**config.mk**
```make
export PLATFORM = sky130hd
export DESIGN_NAME = mem_stage_ctrl_flat
export DESIGN_NICKNAME = d
export VERILOG_FILES = /design/src/rtl/mem_stage_ctrl_pkg.sv /design/src/rtl/mem_stage_ctrl_if.sv /design/src/rtl/mem_stage_ctrl_fwd_sel_prio.sv /design/src/rtl/mem_stage_ctrl.sv /design/src/flat_wrapper.sv
export SDC_FILE = /design/constraint.sdc
export NUM_CORES = 1
export LEC_CHECK = 0
export BUFFER_PORTS_ARGS = -buffer_cell sky130_fd_sc_hd__buf_2
export CORE_ASPECT_RATIO = 0.75
export CORE_UTILIZATION = 45
export DETAILED_ROUTE_END_ITERATION = 7
export PLACE_DENSITY = 0.76
export SETUP_SLACK_MARGIN = 0.15
export SLEW_MARGIN = 5
export SYNTH_ARGS = -nofsm -noshare
export SYNTH_HDL_FRONTEND = slang
export SYNTH_SLANG_ARGS = --single-unit
```
**constraint.sdc**
```tcl
create_clock -name clk -period 1.8 [get_ports clk]
set_input_delay 0.09 -clock clk [delete_from_list [all_inputs] [get_ports clk]]
set_output_delay 0.09 -clock clk [all_outputs]
set_load 0.1 [all_outputs]
```
**src/rtl/mem_stage_ctrl_pkg.sv**
```systemverilog
// Shared definitions for the MEM-stage controller: MIPS opcodes of interest
// and the access-sequencer state encoding.
package mem_ctrl_pkg;

  localparam logic [5:0] OP_LW   = 6'h23;
  localparam logic [5:0] OP_SW   = 6'h2B;
  localparam logic [5:0] OP_BEQ  = 6'h04;
  localparam logic [5:0] OP_BNE  = 6'h05;
  localparam logic [5:0] OP_BLEZ = 6'h06;
  localparam logic [5:0] OP_BGTZ = 6'h07;
  // BLTZ and BGEZ share the REGIMM primary opcode; rt distinguishes them.
  localparam logic [5:0] OP_BLTZ = 6'h01;
  localparam logic [5:0] OP_BGEZ = 6'h01;
  localparam logic [5:0] OP_J    = 6'h02;

  typedef enum logic [1:0] {
    IDLE   = 2'd0,
    ACCESS = 2'd1,
    ERR    = 2'd2
  } state_t;

endpackage

```
**src/rtl/mem_stage_ctrl_if.sv**
```systemverilog
// MEM-stage control bundle: instruction/forwarding inputs, memory handshake
// and the decoded strobes returned by the controller.
interface mem_stage_ctrl_if #(
  parameter int OP_W      = 6,
  parameter int REG_AW    = 5,
  parameter int FWD_DEPTH = 2
);
  localparam int SRC_W = $clog2(FWD_DEPTH + 1);

  logic                        valid_in;
  logic [OP_W-1:0]             op_code;
  logic                        flush;
  logic [REG_AW-1:0]           store_rt;
  logic [FWD_DEPTH*REG_AW-1:0] fwd_dst;
  logic [FWD_DEPTH-1:0]        fwd_wen;
  logic                        mem_ready;
  logic                        branch;
  logic                        jump;
  logic                        mem_rd;
  logic                        mem_wr;
  logic [SRC_W-1:0]            mem_src;
  logic                        stall;
  logic                        err;

  modport master (
    output valid_in, op_code, flush, store_rt, fwd_dst, fwd_wen, mem_ready,
    input  branch, jump, mem_rd, mem_wr, mem_src, stall, err
  );

  modport slave (
    input  valid_in, op_code, flush, store_rt, fwd_dst, fwd_wen, mem_ready,
    output branch, jump, mem_rd, mem_wr, mem_src, stall, err
  );
endinterface

```
**src/rtl/mem_stage_ctrl_fwd_sel_prio.sv**
```systemverilog
// Store-data forwarding select: the nearest downstream stage writing the
// store source register wins; register 0 is never forwarded.
module fwd_sel_prio #(
  parameter int FWD_DEPTH = 2,
  parameter int REG_AW    = 5,
  parameter int SRC_W     = $clog2(FWD_DEPTH + 1)
) (
  input  logic [REG_AW-1:0]           store_rt,
  input  logic [FWD_DEPTH*REG_AW-1:0] fwd_dst,
  input  logic [FWD_DEPTH-1:0]        fwd_wen,
  output logic [SRC_W-1:0]            sel
);

  // Scan farthest to nearest so the lowest matching index overrides.
  always_comb begin
    sel = {SRC_W{1'b0}};
    for (int i = FWD_DEPTH - 1; i >= 0; i--) begin
      if (fwd_wen[i] && (fwd_dst[i*REG_AW +: REG_AW] == store_rt) &&
          (store_rt != {REG_AW{1'b0}})) begin
        sel = SRC_W'(i + 1);
      end else begin
        sel = sel;
      end
    end
  end

endmodule

```
**src/rtl/mem_stage_ctrl.sv**
```systemverilog
// MEM-stage controller: decodes branch/jump/memory ops, sequences
// variable-latency memory accesses with stall, and flags access timeouts.
module mem_stage_ctrl
  import mem_ctrl_pkg::*;
#(
  parameter int OP_W      = 6,
  parameter int REG_AW    = 5,
  parameter int FWD_DEPTH = 2,
  parameter int MAX_WAIT  = 15
) (
  input  logic           clk,
  input  logic           rst_n,
  mem_stage_ctrl_if.slave bus
);

  localparam int SRC_W = $clog2(FWD_DEPTH + 1);
  localparam int CNT_W = $clog2(MAX_WAIT + 1);
  localparam logic [CNT_W-1:0] LAST_WAIT = CNT_W'(MAX_WAIT - 1);

  state_t           state_r;
  logic [CNT_W-1:0] wait_cnt_r;
  logic             branch_r;
  logic             jump_r;
  logic             mem_rd_r;
  logic             mem_wr_r;
  logic [SRC_W-1:0] mem_src_r;
  logic             err_r;

  logic             accept_s;
  logic             is_lw_s;
  logic             is_sw_s;
  logic             is_branch_s;
  logic             is_jump_s;
  logic             stall_s;
  logic [SRC_W-1:0] fwd_src_s;

  assign is_lw_s     = (bus.op_code == OP_W'(OP_LW));
  assign is_sw_s     = (bus.op_code == OP_W'(OP_SW));
  assign is_jump_s   = (bus.op_code == OP_W'(OP_J));
  assign is_branch_s = (bus.op_code == OP_W'(OP_BEQ))  || (bus.op_code == OP_W'(OP_BNE))  ||
                       (bus.op_code == OP_W'(OP_BLEZ)) || (bus.op_code == OP_W'(OP_BGTZ)) ||
                       (bus.op_code == OP_W'(OP_BLTZ)) || (bus.op_code == OP_W'(OP_BGEZ));
  assign accept_s    = (state_r == IDLE) && bus.valid_in && !bus.flush;

  fwd_sel_prio #(
    .FWD_DEPTH (FWD_DEPTH),
    .REG_AW    (REG_AW),
    .SRC_W     (SRC_W)
  ) u_fwd_sel (
    .store_rt (bus.store_rt),
    .fwd_dst  (bus.fwd_dst),
    .fwd_wen  (bus.fwd_wen),
    .sel      (fwd_src_s)
  );

  // Upstream freeze: from the accept cycle until the memory completes, and in ERR.
  always_comb begin
    stall_s = 1'b0;
    case (state_r)
      IDLE:    stall_s = accept_s && (is_lw_s || is_sw_s);
      ACCESS:  stall_s = !bus.mem_ready;
      ERR:     stall_s = 1'b1;
      default: stall_s = 1'b0;
    endcase
  end

  // Sequencer with registered strobes; flush cannot abort an issued access.
  always_ff @(posedge clk or negedge rst_n) begin
    if (!rst_n) begin
      state_r    <= IDLE;
      wait_cnt_r <= {CNT_W{1'b0}};
      branch_r   <= 1'b0;
      jump_r     <= 1'b0;
      mem_rd_r   <= 1'b0;
      mem_wr_r   <= 1'b0;
      mem_src_r  <= {SRC_W{1'b0}};
      err_r      <= 1'b0;
    end else begin
      case (state_r)
        IDLE: begin
          branch_r   <= accept_s && is_branch_s;
          jump_r     <= accept_s && is_jump_s;
          mem_rd_r   <= accept_s && is_lw_s;
          mem_wr_r   <= accept_s && is_sw_s;
          mem_src_r  <= (accept_s && is_sw_s) ? fwd_src_s : {SRC_W{1'b0}};
          wait_cnt_r <= {CNT_W{1'b0}};
          err_r      <= 1'b0;
          if (accept_s && (is_lw_s || is_sw_s)) begin
            state_r <= ACCESS;
          end else begin
            state_r <= IDLE;
          end
        end
        ACCESS: begin
          branch_r <= 1'b0;
          jump_r   <= 1'b0;
          if (bus.mem_ready) begin
            state_r    <= IDLE;
            mem_rd_r   <= 1'b0;
            mem_wr_r   <= 1'b0;
            mem_src_r  <= {SRC_W{1'b0}};
            wait_cnt_r <= {CNT_W{1'b0}};
          end else if (wait_cnt_r == LAST_WAIT) begin
            state_r    <= ERR;
            mem_rd_r   <= 1'b0;
            mem_wr_r   <= 1'b0;
            mem_src_r  <= {SRC_W{1'b0}};
            wait_cnt_r <= wait_cnt_r + CNT_W'(1);
            err_r      <= 1'b1;
          end else begin
            wait_cnt_r <= wait_cnt_r + CNT_W'(1);
          end
        end
        ERR: begin
          branch_r  <= 1'b0;
          jump_r    <= 1'b0;
          mem_rd_r  <= 1'b0;
          mem_wr_r  <= 1'b0;
          mem_src_r <= {SRC_W{1'b0}};
          if (bus.flush) begin
            state_r    <= IDLE;
            err_r      <= 1'b0;
            wait_cnt_r <= {CNT_W{1'b0}};
          end else begin
            state_r <= ERR;
            err_r   <= 1'b1;
          end
        end
        default: begin
          state_r    <= IDLE;
          wait_cnt_r <= {CNT_W{1'b0}};
          branch_r   <= 1'b0;
          jump_r     <= 1'b0;
          mem_rd_r   <= 1'b0;
          mem_wr_r   <= 1'b0;
          mem_src_r  <= {SRC_W{1'b0}};
          err_r      <= 1'b0;
        end
      endcase
    end
  end

  assign bus.branch  = branch_r;
  assign bus.jump    = jump_r;
  assign bus.mem_rd  = mem_rd_r;
  assign bus.mem_wr  = mem_wr_r;
  assign bus.mem_src = mem_src_r;
  assign bus.stall   = stall_s;
  assign bus.err     = err_r;

endmodule

```
**src/flat_wrapper.sv**
```systemverilog
// flat-port wrapper written by rule: the top's interface ports become plain ports
module mem_stage_ctrl_flat import mem_ctrl_pkg::*;
#(
  parameter int OP_W      = 6,
  parameter int REG_AW    = 5,
  parameter int FWD_DEPTH = 2,
  parameter int MAX_WAIT  = 15
)
  (clk, rst_n, bus_valid_in, bus_op_code, bus_flush, bus_store_rt, bus_fwd_dst, bus_fwd_wen, bus_mem_ready, bus_branch, bus_jump, bus_mem_rd, bus_mem_wr, bus_mem_src, bus_stall, bus_err);
  mem_stage_ctrl_if #(.OP_W(OP_W), .REG_AW(REG_AW), .FWD_DEPTH(FWD_DEPTH)) bus_i ();
  input  logic clk;
  input  logic rst_n;
  input wire logic [$bits(bus_i.valid_in)-1:0] bus_valid_in;
  input wire logic [$bits(bus_i.op_code)-1:0] bus_op_code;
  input wire logic [$bits(bus_i.flush)-1:0] bus_flush;
  input wire logic [$bits(bus_i.store_rt)-1:0] bus_store_rt;
  input wire logic [$bits(bus_i.fwd_dst)-1:0] bus_fwd_dst;
  input wire logic [$bits(bus_i.fwd_wen)-1:0] bus_fwd_wen;
  input wire logic [$bits(bus_i.mem_ready)-1:0] bus_mem_ready;
  output wire logic [$bits(bus_i.branch)-1:0] bus_branch;
  output wire logic [$bits(bus_i.jump)-1:0] bus_jump;
  output wire logic [$bits(bus_i.mem_rd)-1:0] bus_mem_rd;
  output wire logic [$bits(bus_i.mem_wr)-1:0] bus_mem_wr;
  output wire logic [$bits(bus_i.mem_src)-1:0] bus_mem_src;
  output wire logic [$bits(bus_i.stall)-1:0] bus_stall;
  output wire logic [$bits(bus_i.err)-1:0] bus_err;
  assign bus_i.valid_in = bus_valid_in;
  assign bus_i.op_code = bus_op_code;
  assign bus_i.flush = bus_flush;
  assign bus_i.store_rt = bus_store_rt;
  assign bus_i.fwd_dst = bus_fwd_dst;
  assign bus_i.fwd_wen = bus_fwd_wen;
  assign bus_i.mem_ready = bus_mem_ready;
  assign bus_branch = bus_i.branch;
  assign bus_jump = bus_i.jump;
  assign bus_mem_rd = bus_i.mem_rd;
  assign bus_mem_wr = bus_i.mem_wr;
  assign bus_mem_src = bus_i.mem_src;
  assign bus_stall = bus_i.stall;
  assign bus_err = bus_i.err;
  mem_stage_ctrl #(.OP_W(OP_W), .REG_AW(REG_AW), .FWD_DEPTH(FWD_DEPTH), .MAX_WAIT(MAX_WAIT)) u_core (.clk(clk), .rst_n(rst_n), .bus(bus_i));
endmodule
```
Word level (Yosys, flattened, before mapping)
Cells that the tools add are included.

Output and inout bits: 8. Flip-flop bits (word level): 13.

Eq/ne operators: 17. Muxes and demuxes: 25. Reductions and logical operators: 22. $add $sub $neg: 1.

Operators with widths (number): 6-bit by 3-bit equality test with 1-bit output (second input constant) (4); 2-bit two-way mux (8); 6-bit equality test (second input constant) (2); 1-bit logical AND (11); 5-bit equality test (2); 1-bit two-way mux (8); 4-bit two-way mux (2); 4-bit case mux with 2 select lines (1); 6-bit by 1-bit equality test with 1-bit output (second input constant) (1); 6-bit by 2-bit equality test with 1-bit output (second input constant) (1); 1-bit logical OR (6); 1-bit case mux with 2 select lines (3); 2-bit case mux with 3 select lines (1); 5-bit nonzero test (1); 4-bit by 1-bit adder with 4-bit output (second input constant) (1); 4-bit equality test (second input constant) (1); 2-bit inequality test (second input constant) (2); 2-bit case mux with 2 select lines (1); 3-bit by 2-bit inequality test with 1-bit output (second input constant) (1); 1-bit case mux with 3 select lines (1); 2-bit by 1-bit equality test with 1-bit output (second input constant) (1); 2-bit equality test (second input constant) (1); 1-bit zero test (2); 2-bit zero test (1); 2 further kinds (2).

Longest topological paths before layout
Word-level depth: 8. Mapped depth: 7.

By module
Synthesis repeated with hierarchy kept, for this count alone.

Cells, all modules: 93. Area, all modules: 835.8 µm².

By module, submodules not included: mem_stage_ctrl (instances 1, sequential area each 325.3 µm², area each 696.9 µm², cells an instance 75); fwd_sel_prio (instances 1, sequential area each 0.0 µm², area each 138.9 µm², cells an instance 18).

Worst setup path after synthesis
No wires, ideal clock.

Path kind: register -> output. From: register u_core.state_r[0]. To: output bus_stall. Setup slack: -1.039 ns. Stages on the path, launching flop included: 7. Arrival: 2.749 ns. Cell sequence: dfrtp_1 inv_1 ha_1 nand4bb_4 nor3_4 nand3_1 a31oi_1.

Word-level cells in the longest chain between the ends: 5.

RTL lines: start: declaration (RTL line mem_stage_ctrl.sv:20) `state_t state_r;`; start signal: assignment (RTL line mem_stage_ctrl.sv:70) `state_r <= IDLE;`; start signal: assignment (RTL line mem_stage_ctrl.sv:89) `state_r <= ACCESS;`; start signal: assignment (RTL line mem_stage_ctrl.sv:91) `state_r <= IDLE;`; 2-bit zero test (RTL line mem_stage_ctrl.sv:43, mem_stage_ctrl.sv:59); 1-bit logical AND (2 in series) (RTL line mem_stage_ctrl.sv:43) `assign accept_s = (state_r == IDLE) && bus.valid_in && !bus.flush;`; 1-bit logical AND (RTL line mem_stage_ctrl.sv:60) `IDLE: stall_s = accept_s && (is_lw_s || is_sw_s);`; 1-bit case mux with 3 select lines * (RTL line mem_stage_ctrl.sv:59) `case (state_r)`; end: declaration (RTL line flat_wrapper.sv:25) `output wire logic [$bits(bus_i.stall)-1:0] bus_stall;`.

Every way passes the cells marked *; elsewhere a longest branch is shown, timed or not.

Worst setup path in the final report
Ends and elaborated chain as after synthesis.

==> flow_summary.json <==
{
  "status": "finished, violations left",
  "failed_checks": "setup timing",
  "grt_max_degree": 14,
  "clockBufferDepth": 2,
  "setup_viol_count_final": 1,
  "tightest_slew_ps": 488,
  "synth_top_family_by_area": "simple AND/OR/NAND/NOR gates",
  "hold_start": "bus_op_code[5]",
  "synthAdderAreaFrac_pct": 8.81,
  "syn_nets": 123,
  "final_nets": 170,
  "rsz0062_at_grt": "yes",
  "drcViolationCount": 0,
  "slew_viol_final": 0,
  "cts_root_buffer": "clkbuf_4",
  "antenna_left": 0,
  "whs_path_depth": 2,
  "r2r_start": "u_core.state_r[0]$_DFFE_PN0P_",
  "dr.pass1.iters": 4,
  "htreeDepth": 1,
  "crit_path_top_delay_cell": "dfrtp_1",
  "syn_area_um2": 852,
  "antenna_found_initial": 0,
  "hp-class": "in2reg",
  "skew_ps": 4.73,
  "avgSynthCellArea_um2": 9.57,
  "numClockSinks": 13,
  "clk_latency_ps": 280,
  "path_buf_inv": 2,
  "die-area_um2": 2070,
  "path_cells": "inv_2 -> ha_4 -> nand4bb_4 -> nor3_4 -> nand3_2 -> a31oi_4 -> buf_12",
  "drt_iter0_drc": 15,
  "start_util_pct": 48.5,
  "power_density_nw_per_um2": 472,
  "antenna_cells": 0,
  "cellLeakagePower_nw": 0.579,
  "worstSetupPathType": "reg2out",
  "synth-compound-area-share_pct": 12.2,
  "fin_crit_ps": 1830,
  "crit_family": "simple AND/OR/NAND/NOR gates",
  "vias": 795,
  "cts_buffers": 3,
  "dp_hpwl_mm": 1.40,
  "path_clk_slew_ps": 90,
  "synthSimpleGateAreaFrac_pct": 25.0,
  "finalHoldViolations": 0,
  "cts_tree": "yes",
  "cap_violations": 0,
  "r2r.worst_path.cells": 8,
  "cp-end-kind": "output pin",
  "rows": 13,
  "yosysWarnings": 0,
  "syn_inst": 89,
  "n_fill_cell": 133,
  "drt_wl_total_mm": 1.91,
  "finalCritPeriodShare_pct": 102,
  "synth_xor_area_share_pct": 10.3,
  "design.core.area_um2": 1760,
  "worstPathMaxFanout": 3,
  "drt-vias-per-instance": 5.06,
  "grt_first_pass_wirelength_mm": 2.90,
  "area_growth_pct": 42.9,
  "die_w_um": 52.2,
  "io_buffer_count": 35,
  "first_global_vias": 664,
  "r2r_slack_ps": 90,
  "drive_gt1_share_pct": 44.4,
  "finalPower_w": 0.000575,
  "io_pins": 36,
  "crit_path_start_kind": "flop",
  "reg2reg_to": "u_core.wait_cnt_r[1]$_DFFE_PN0N_",
  "hold_end": "u_core.bus.branch$_DFF_PN0_",
  "ir_worst_vdd_v": 0.000529,
  "synth.area.mux_share_pct": 2.35,
  "slew_headroom_pct": 67.7,
  "die_y_um": 39.7,
  "slowest_delay_ps": 420,
  "setup_slack_ps": -31.6,
  "gp_congestion": 0.754,
  "finalSetupTns_ps": -31.6,
  "cp.arrival_ps": 1740,
  "grt-ovfl-total": 0,
  "ys_seq_area_share_pct": 38.2,
  "synth_cell_types": 28,
  "grt_usage_pct": 20.2,
  "fmax_mhz": 546,
  "detail_route.wl_per_cell_um": 12.1,
  "required_ps": 1710,
  "ys_seq_elements": 13
}
## metrics by stage
step / hold WS (ps) / setup WS (ps) / cells / cell area (um2) / utilization, %
3_3_place_gp: -13.8 / 220 / 146 / 1100 / 62.4
3_5_place_dp: -7.22 / 158 / 146 / 1100 / 62.4
4_1_cts: 15.1 / -141 / 154 / 1170 / 66.7
2_1_floorplan: -206 / 35.5 / 89 / 872 / -
6_report: 28.7 / -31.6 / 157 / 1220 / 69.3
5_1_grt: 31.1 / -127 / 157 / 1220 / 69.3
## cell usage after synthesis, drive strengths merged
cell | number | area share, %
dfrtp | 13 | 38
nand2 | 12 | 5.3
o21ai | 7 | 4.1
ha | 6 | 8.8
xnor2 | 6 | 6.2
inv | 5 | 2.2
nor2 | 4 | 1.8
xor2 | 4 | 4.1
a21oi | 3 | 1.8
nand2b | 3 | 2.2
nand3 | 3 | 1.8
nor3 | 3 | 3.1
o31ai | 3 | 2.6
mux2i | 2 | 2.3
nand4 | 2 | 2.2
nor2b | 2 | 1.5
nor4 | 2 | 1.5
a31oi | 1 | 0.73
and2 | 1 | 0.73
buf | 1 | 0.59
clkbuf | 1 | 0.44
nand4bb | 1 | 3.2
nor4b | 1 | 1.0
o2111ai | 1 | 1.0
o41ai | 1 | 1.9
or2 | 1 | 0.73
## layout make-up
cell class | instances | area [um2] | share of cell area (%)
Sequential cell | 13 | 325 | 26.7
Inverter | 5 | 18.8 | 1.54
Multi-Input combinational cell | 69 | 559 | 45.9
Timing Repair Buffer | 44 | 260 | 21.4
Clock buffer | 4 | 26.3 | 2.16
Tap cell | 22 | 27.5 | 2.26
## routing by layer
metal	GRT usage, %	up-vias	wire length, um
met5	0	-	0
met4	5.92	0	12
met3	6.98	3	104
met2	32.1	21	888
met1	25.9	365	901
li1	-	406	-
## timing repair
action,4_1_cts,5_1_grt
endpoints found under the hold margin,13,0
resized for setup,5,8
pin swaps,4,3
cloned,0,0
setup endpoints to repair,1,9
buffers inserted,3,3
hold buffers,1,0
## flip-flops by register name, indices dropped and copies added (netlist names)
signal	flops
u_core.bus.mem_rd	1
u_core.bus.jump	1
u_core.bus.err	1
u_core.state_r	2
u_core.bus.branch	1
u_core.bus.mem_src	2
u_core.wait_cnt_r	4
u_core.bus.mem_wr	1
## placed cells by master (no fill, tap or decap), drive strengths merged, types with 2 or more instances in the layout
cell type	count
clkbuf	4
dfrtp	13
xor2	4
nand4	2
nand3	3
mux2i	2
xnor2	6
nor4	2
a21oi	3
inv	5
nand2	12
nor2	4
buf	43
o21ai	7
ha	6
nor2b	2
o31ai	3
nand2b	3
nor3	3
## how the worst max path moves through the flow
stage	start	endpoint	slack, ps	depth (start not counted)
2_1_floorplan	u_core.state_r[0]$_DFFE_PN0P_	bus_stall	40	6
3_3_place_gp	u_core.state_r[0]$_DFFE_PN0P_	bus_stall	220	7
3_5_place_dp	u_core.state_r[0]$_DFFE_PN0P_	bus_stall	160	7
4_1_cts	u_core.state_r[0]$_DFFE_PN0P_	bus_stall	-140	7
5_1_grt	u_core.state_r[0]$_DFFE_PN0P_	bus_stall	-130	7
6_report	u_core.state_r[0]$_DFFE_PN0P_	bus_stall	-30	7
## where the power goes
part           switching (W)  internal [W]  total (W)
registers        0.000000372      0.000292   0.000293
logic              0.0000467     0.0000460  0.0000926
clock network       0.000104     0.0000861   0.000190
## kinds of logic after synthesis
family                     Yosys count
and+or+nand+nor                     35
AOI/OAI and AO/OA                   16
DFF                                 13
xor gates and xnor gates            10
buffers and inverters                7
adders and majority gates            6
muxes                                2
Power figures use the tool's default switching activity.
